File: src/rtl/load_store_unit_pkg.sv
// load_store_unit_pkg: access-size and FSM state encodings plus data-memory depth shared by the LSU and the data memory.
package load_store_unit_pkg;
    localparam int DMEM_BITS = 10;
    typedef enum logic [1:0] {
        SIZE_BYTE = 2'b00,
        SIZE_HALF = 2'b01,
        SIZE_WORD = 2'b10,
        SIZE_RSVD = 2'b11
    } lsu_size_e;
    typedef enum logic [2:0] {
        LSU_IDLE,
        LSU_RD,
        LSU_MERGE,
        LSU_WR,
        LSU_RESP
    } lsu_state_e;
endpackage

File: src/rtl/lsu_align.sv
// lsu_align: byte/half lane extract with sign or zero extension for loads, and lane merge into a word for stores.
// Ports: size (access size), is_unsigned (zero-extend loads), offset (byte address bits [1:0]),
//        word (memory word), wdata (right-aligned store data), rdata (extended load data), merged (word with lane replaced).
module lsu_align
    import load_store_unit_pkg::*;
(
    input  logic [1:0]  size,
    input  logic        is_unsigned,
    input  logic [1:0]  offset,
    input  logic [31:0] word,
    input  logic [31:0] wdata,
    output logic [31:0] rdata,
    output logic [31:0] merged
);
    logic [4:0]  sh;
    logic [7:0]  b;
    logic [15:0] h;
    logic [31:0] bmask;
    assign sh = {offset, 3'b000};
    assign b = 8'(word >> sh);
    assign h = offset[1] ? word[31:16] : word[15:0];
    assign bmask = 32'h0000_00ff << sh;
    assign rdata = size == SIZE_BYTE ? {{24{b[7] & ~is_unsigned}}, b} :
                   size == SIZE_HALF ? {{16{h[15] & ~is_unsigned}}, h} : word;
    assign merged = size == SIZE_BYTE ? (word & ~bmask) | ({24'b0, wdata[7:0]} << sh) :
                    size == SIZE_HALF ? (offset[1] ? {wdata[15:0], word[15:0]} : {word[31:16], wdata[15:0]}) : wdata;
endmodule

File: src/rtl/load_store_unit.sv
// load_store_unit: byte-addressed load/store front end for a word-organised data memory, with read-modify-write for sub-word stores.
// Ports: clk, reset (async, active-high); req_* request handshake (we, size, unsigned, addr, wdata);
//        resp_* response handshake (rdata, err); mem_* registered word-memory interface with combinational mem_data_out.
module load_store_unit #(
    parameter int DMEM_BITS = load_store_unit_pkg::DMEM_BITS,
    parameter bit RMW_EN    = 1'b1
) (
    input  logic        clk,
    input  logic        reset,
    input  logic        req_valid,
    output logic        req_ready,
    input  logic        req_we,
    input  logic [1:0]  req_size,
    input  logic        req_unsigned,
    input  logic [31:0] req_addr,
    input  logic [31:0] req_wdata,
    output logic        resp_valid,
    input  logic        resp_ready,
    output logic [31:0] resp_rdata,
    output logic        resp_err,
    output logic [31:0] mem_addr,
    output logic        mem_write_en,
    output logic [31:0] mem_data_in,
    input  logic [31:0] mem_data_out
);
    import load_store_unit_pkg::*;
    lsu_state_e  state;
    logic        we_q, uns_q, accept, bad, unused_addr;
    logic [1:0]  size_q, off_q;
    logic [31:0] wdata_q, word_q, align_rdata, align_merged;
    assign req_ready = state == LSU_IDLE && !reset;
    assign accept = req_valid && req_ready;
    assign bad = req_size == SIZE_RSVD || (req_size == SIZE_HALF && req_addr[0]) ||
                 (req_size == SIZE_WORD && req_addr[1:0] != 2'b00) ||
                 (!RMW_EN && req_we && req_size != SIZE_WORD);
    // address bits above the memory depth wrap silently
    assign unused_addr = ^req_addr[31:DMEM_BITS+2];
    // RD extracts straight from the memory read port; MERGE works on the captured word
    lsu_align u_align (
        .size(size_q),
        .is_unsigned(uns_q),
        .offset(off_q),
        .word(state == LSU_MERGE ? word_q : mem_data_out),
        .wdata(wdata_q),
        .rdata(align_rdata),
        .merged(align_merged)
    );
    always_ff @(posedge clk or posedge reset) begin
        if (reset) begin
            state <= LSU_IDLE;
            we_q <= 1'b0;
            uns_q <= 1'b0;
            size_q <= 2'b00;
            off_q <= 2'b00;
            wdata_q <= '0;
            word_q <= '0;
            resp_valid <= 1'b0;
            resp_rdata <= '0;
            resp_err <= 1'b0;
            mem_addr <= '0;
            mem_write_en <= 1'b0;
            mem_data_in <= '0;
        end else begin
            case (state)
                LSU_IDLE: if (accept) begin
                    we_q <= req_we;
                    size_q <= req_size;
                    uns_q <= req_unsigned;
                    off_q <= req_addr[1:0];
                    wdata_q <= req_wdata;
                    resp_rdata <= '0;
                    resp_err <= bad;
                    if (bad) begin
                        resp_valid <= 1'b1;
                        state <= LSU_RESP;
                    end else begin
                        mem_addr <= 32'(req_addr[DMEM_BITS+1:2]);
                        if (req_we && req_size == SIZE_WORD) begin
                            mem_data_in <= req_wdata;
                            mem_write_en <= 1'b1;
                            state <= LSU_WR;
                        end else begin
                            state <= LSU_RD;
                        end
                    end
                end
                LSU_RD: begin
                    word_q <= mem_data_out;
                    if (we_q) begin
                        state <= LSU_MERGE;
                    end else begin
                        resp_rdata <= align_rdata;
                        resp_valid <= 1'b1;
                        state <= LSU_RESP;
                    end
                end
                LSU_MERGE: begin
                    mem_data_in <= align_merged;
                    mem_write_en <= 1'b1;
                    state <= LSU_WR;
                end
                LSU_WR: begin
                    mem_write_en <= 1'b0;
                    resp_valid <= 1'b1;
                    state <= LSU_RESP;
                end
                LSU_RESP: if (resp_ready) begin
                    resp_valid <= 1'b0;
                    state <= LSU_IDLE;
                end
                default: state <= LSU_IDLE;
            endcase
        end
    end
endmodule

File: config.mk
export PLATFORM = sky130hd
export DESIGN_NAME = load_store_unit
export DESIGN_NICKNAME = d
export VERILOG_FILES = /design/src/rtl/load_store_unit_pkg.sv /design/src/rtl/lsu_align.sv /design/src/rtl/load_store_unit.sv
export SDC_FILE = /design/constraint.sdc
export NUM_CORES = 1
export LEC_CHECK = 0
export CAP_MARGIN = 20
export CORE_ASPECT_RATIO = 1.1
export CORE_MARGIN = 10
export CORE_UTILIZATION = 50
export DETAILED_ROUTE_END_ITERATION = 8
export PLACE_DENSITY = 0.82
export RECOVER_POWER = 50
export SLEW_MARGIN = 0
export SYNTH_ARGS = -nofsm -noshare
export SYNTH_HDL_FRONTEND = slang
export SYNTH_SLANG_ARGS = --single-unit
File: constraint.sdc
create_clock -name clk -period 15.7 [get_ports clk]
set_input_delay 3.14 -clock clk [delete_from_list [all_inputs] [get_ports clk]]
set_output_delay 3.14 -clock clk [all_outputs]
set_load 0.02 [all_outputs]
==> flow_metrics.tcl <==
set metrics [dict create \
    clock_latency_ns 0.43 \
    grt_usage 0.2158 \
    vdd_drop_max_uv 102.1 \
    critPathKind "input pin to async pin" \
    grt_pass1_vias 6441 \
    cpMostUsedCell "clkbuf_1" \
    clkTransAtPathRegs_ns 0.06 \
    ctsHoldBuffers 0 \
    cts_resized 0 \
    post_cts_buffers 0 \
    crit_cells 4 \
    grt_pass1_wl_microns 36360 \
    synth_seq_cells 150 \
    synth_area_sq_um 7888 \
    drc 0 \
    antenna_found_initial 1 \
    setup_violations 0 \
    seq_area_frac_synth 0.4759 \
    syn-mean-instance-area_sq_um 10.72 \
    synth_top_cell_by_area "dfrtp_1" \
    die-area_sq_um 21210 \
    clockRootBuffer "clkbuf_16" \
    status "complete, but fails checks" \
    firstDrtPassIters 5 \
    area_growth_pct 29.62 \
    num_io_pins 204 \
    violations "max-capacitance violations, max-slew violations" \
    critPathRequiredTime_ns 15.34 \
    timing.rr.end "mem_addr[7]$_DFFE_PP0P_" \
    synth_most_common_cell "dfrtp_1" \
    critical_path.max_stage_delay_ns 2.76 \
    synthCells 736 \
    vias_per_cell 5.970 \
    maxSlewViolCount 186 \
    path_buf_inv 4 \
    gp_congestion 0.8820 \
    synth_top_area_frac 0.4759 \
    arrival_ns 8.83 \
    start_util 0.5051 \
    hold_depth 2 \
    crit_path_top_delay_cell "clkbuf_1" \
    cts_tree "done" \
    hold_end "resp_rdata[26]$_DFFE_PP0P_" \
    grt_max_degree 81 \
    portBuffers 161 \
    setup_slack_ns 6.508 \
    antenna_left 0 \
    min_period_over_period 0.5855 \
    dp_slack_ns 7.887 \
    maxCapViolCount 3 \
    diodes 0 \
    reg2reg_slack_ns 11.70 \
    ys.flop_type "dfrtp_1" \
    post_drt_wl_per_cell_microns 21.50 \
    drt_iter0_drc 732 \
    yosysUniqueCellTypes 55 \
    r2r_cells 5 \
    vias 6507 \
    tightestPinTransition_ns 3.866 \
    core_area_sq_um 15620 \
    powerDensity_nw_per_um2 217.5 \
    slew_headroom -1.578 \
    synth-async-reset-ratio 1.000 \
    period_minus_slack_ns 9.192 \
    die_h_microns 151.7 \
    grt-ovfl-total 0 \
    drive_gt1_frac 0.1112 \
    fp-row-count 48 \
    cts_buffers 17 \
    finalSetupTns_ns 0 \
    synth_commonest_cells "dfrtp_1 (150), nand2_1 (112), mux2_1 (49), mux2i_1 (41), mux2_2 (39)" \
    leakage_nw 4.480 \
    crit_path_max_fanout 73 \
    cp-start-kind "input pin" \
    htreeDepth 4 \
    die_w_microns 139.8 \
    ys_top_cells_by_area "dfrtp_1 (48%), mux2_1 (7.0%), mux2_2 (5.6%)" \
    min_path_type "flip-flop to flip-flop" \
    final_nets 981 \
    rsz0062_at_grt "false" \
    finalHoldViolations 0 \
    timing.fmax_ghz 0.1088 \
    r2r_start "state[2]$_DFFE_PP0P_" \
    cts_buffer_depth 2 \
    ys.warnings.count 0 \
    worstSetupEndpointType "async pin" \
    synth_edf_count 0 \
    finClkSkew_ns 0.006814 \
    worstSetupStartpoint "reset" \
    cts_sinks 150 \
    worstHoldStart "resp_rdata[26]$_DFFE_PP0P_" \
    crit_chain "dlygate4sd3_1 > clkinvlp_2 > clkbuf_1 > clkbuf_1" \
    crit_family "buffers and inverters" \
    drt-total-wl_microns 23440 \
    dp_hpwl_microns 16590 \
]
## how the worst max path moves through the flow
stage / to / slack (ns)
after CTS: req_ready / 7.88
after global placement: req_ready / 7.90
after floorplan: mem_addr[0]$_DFFE_PP0P_ / 8.52
final: wdata_q[9]$_DFFE_PP0P_ / 6.51
after global routing: word_q[24]$_DFFE_PP0P_ / 5.26
after detailed placement: req_ready / 7.89
## state kept, by name (all words and copies together), names as in the netlist, 2 cells and up
signal and cells:
size_q 2, word_q 32, off_q 2, mem_data_in 32, resp_rdata 32, state 3
mem_addr 10, wdata_q 32
## power breakdown
part	leakage [nW]	internal [W]	total, W	switching (W)
Sequential	1.82	0.000574	0.000751	0.000177
Combinational	2.33	0.000470	0.00100	0.000534
Clock	0.327	0.000300	0.000469	0.000169
Total	4.48	0.00134	0.00222	0.000879
## area by class of cell
type / instances / area (sq um)
well taps: 200 / 250.2
flip-flops and latches: 150 / 3754
fillers: 1194 / 5391
clock buffers: 18 / 429.2
repair buffers: 173 / 1690
multi-input cells: 524 / 3810
inverters: 11 / 42.54
clock inverters: 14 / 247.7
## layout by cell type, fill, tap and decap left out, types with 7 or more instances in the layout
master | synthesis | layout
dfrtp_1 | 150 | 150
a2bb2oi_1 | 7 | 7
inv_1 | 10 | 9
clkdlybuf4s50_1 | 0 | 127
nor2_1 | 17 | 17
buf_4 | 23 | 9
o21ai_0 | 23 | 23
clkbuf_16 | 0 | 17
conb_1 | 1 | 22
mux2i_1 | 41 | 41
dlygate4sd3_1 | 0 | 34
nand2_1 | 112 | 111
o32ai_1 | 7 | 7
and2_1 | 13 | 12
o21ai_1 | 33 | 32
a31oi_1 | 19 | 19
mux2_2 | 39 | 39
a21oi_1 | 19 | 19
nor2b_1 | 13 | 13
and3_1 | 15 | 15
o2bb2ai_1 | 7 | 7
mux4_2 | 11 | 11
mux2_1 | 49 | 49
o211ai_1 | 8 | 8
a221o_1 | 14 | 14
## routing by layer
metal | vias to the layer above | share of wire | GRT usage
met3 | 46 | 0.10 | 0.07824
li1 | 2943 | - | -
met2 | 332 | 0.47 | 0.3377
met5 | - | 0.00055 | 0
met1 | 3184 | 0.40 | 0.2705
met4 | 2 | 0.027 | 0.07800
## stage by stage
step / hold WS, ns / std cells / power [W] / util / cell area (sq um)
after floorplan: 0.4641 / 757 / 0.001354 / - / 7966
after global placement: 0.4645 / 1056 / 0.001719 / 0.6118 / 9553
after detailed placement: 0.4714 / 1056 / 0.001749 / 0.6118 / 9553
after CTS: 0.4856 / 1088 / 0.002224 / 0.6551 / 10230
after global routing: 0.5003 / 1090 / 0.002345 / 0.6547 / 10220
final: 0.4825 / 1090 / 0.002224 / 0.6547 / 10220
## tightest hold or removal path, cell delays in order, from the launching register on
cell	delay, ns
dfrtp_1	0.34
nand2_1	0.05
o21ai_1	0.06
## kinds of logic after synthesis
kind of cell           Yosys count  synth area share
AOI/OAI and AO/OA              170            0.1478
and+or+nand+nor                192            0.1141
buffers and inverters           83           0.05267
muxes                          140            0.2091
DFF                            150            0.4759
other                            1         0.0004754
No activity file was read; power rests on OpenSTA's default activity.
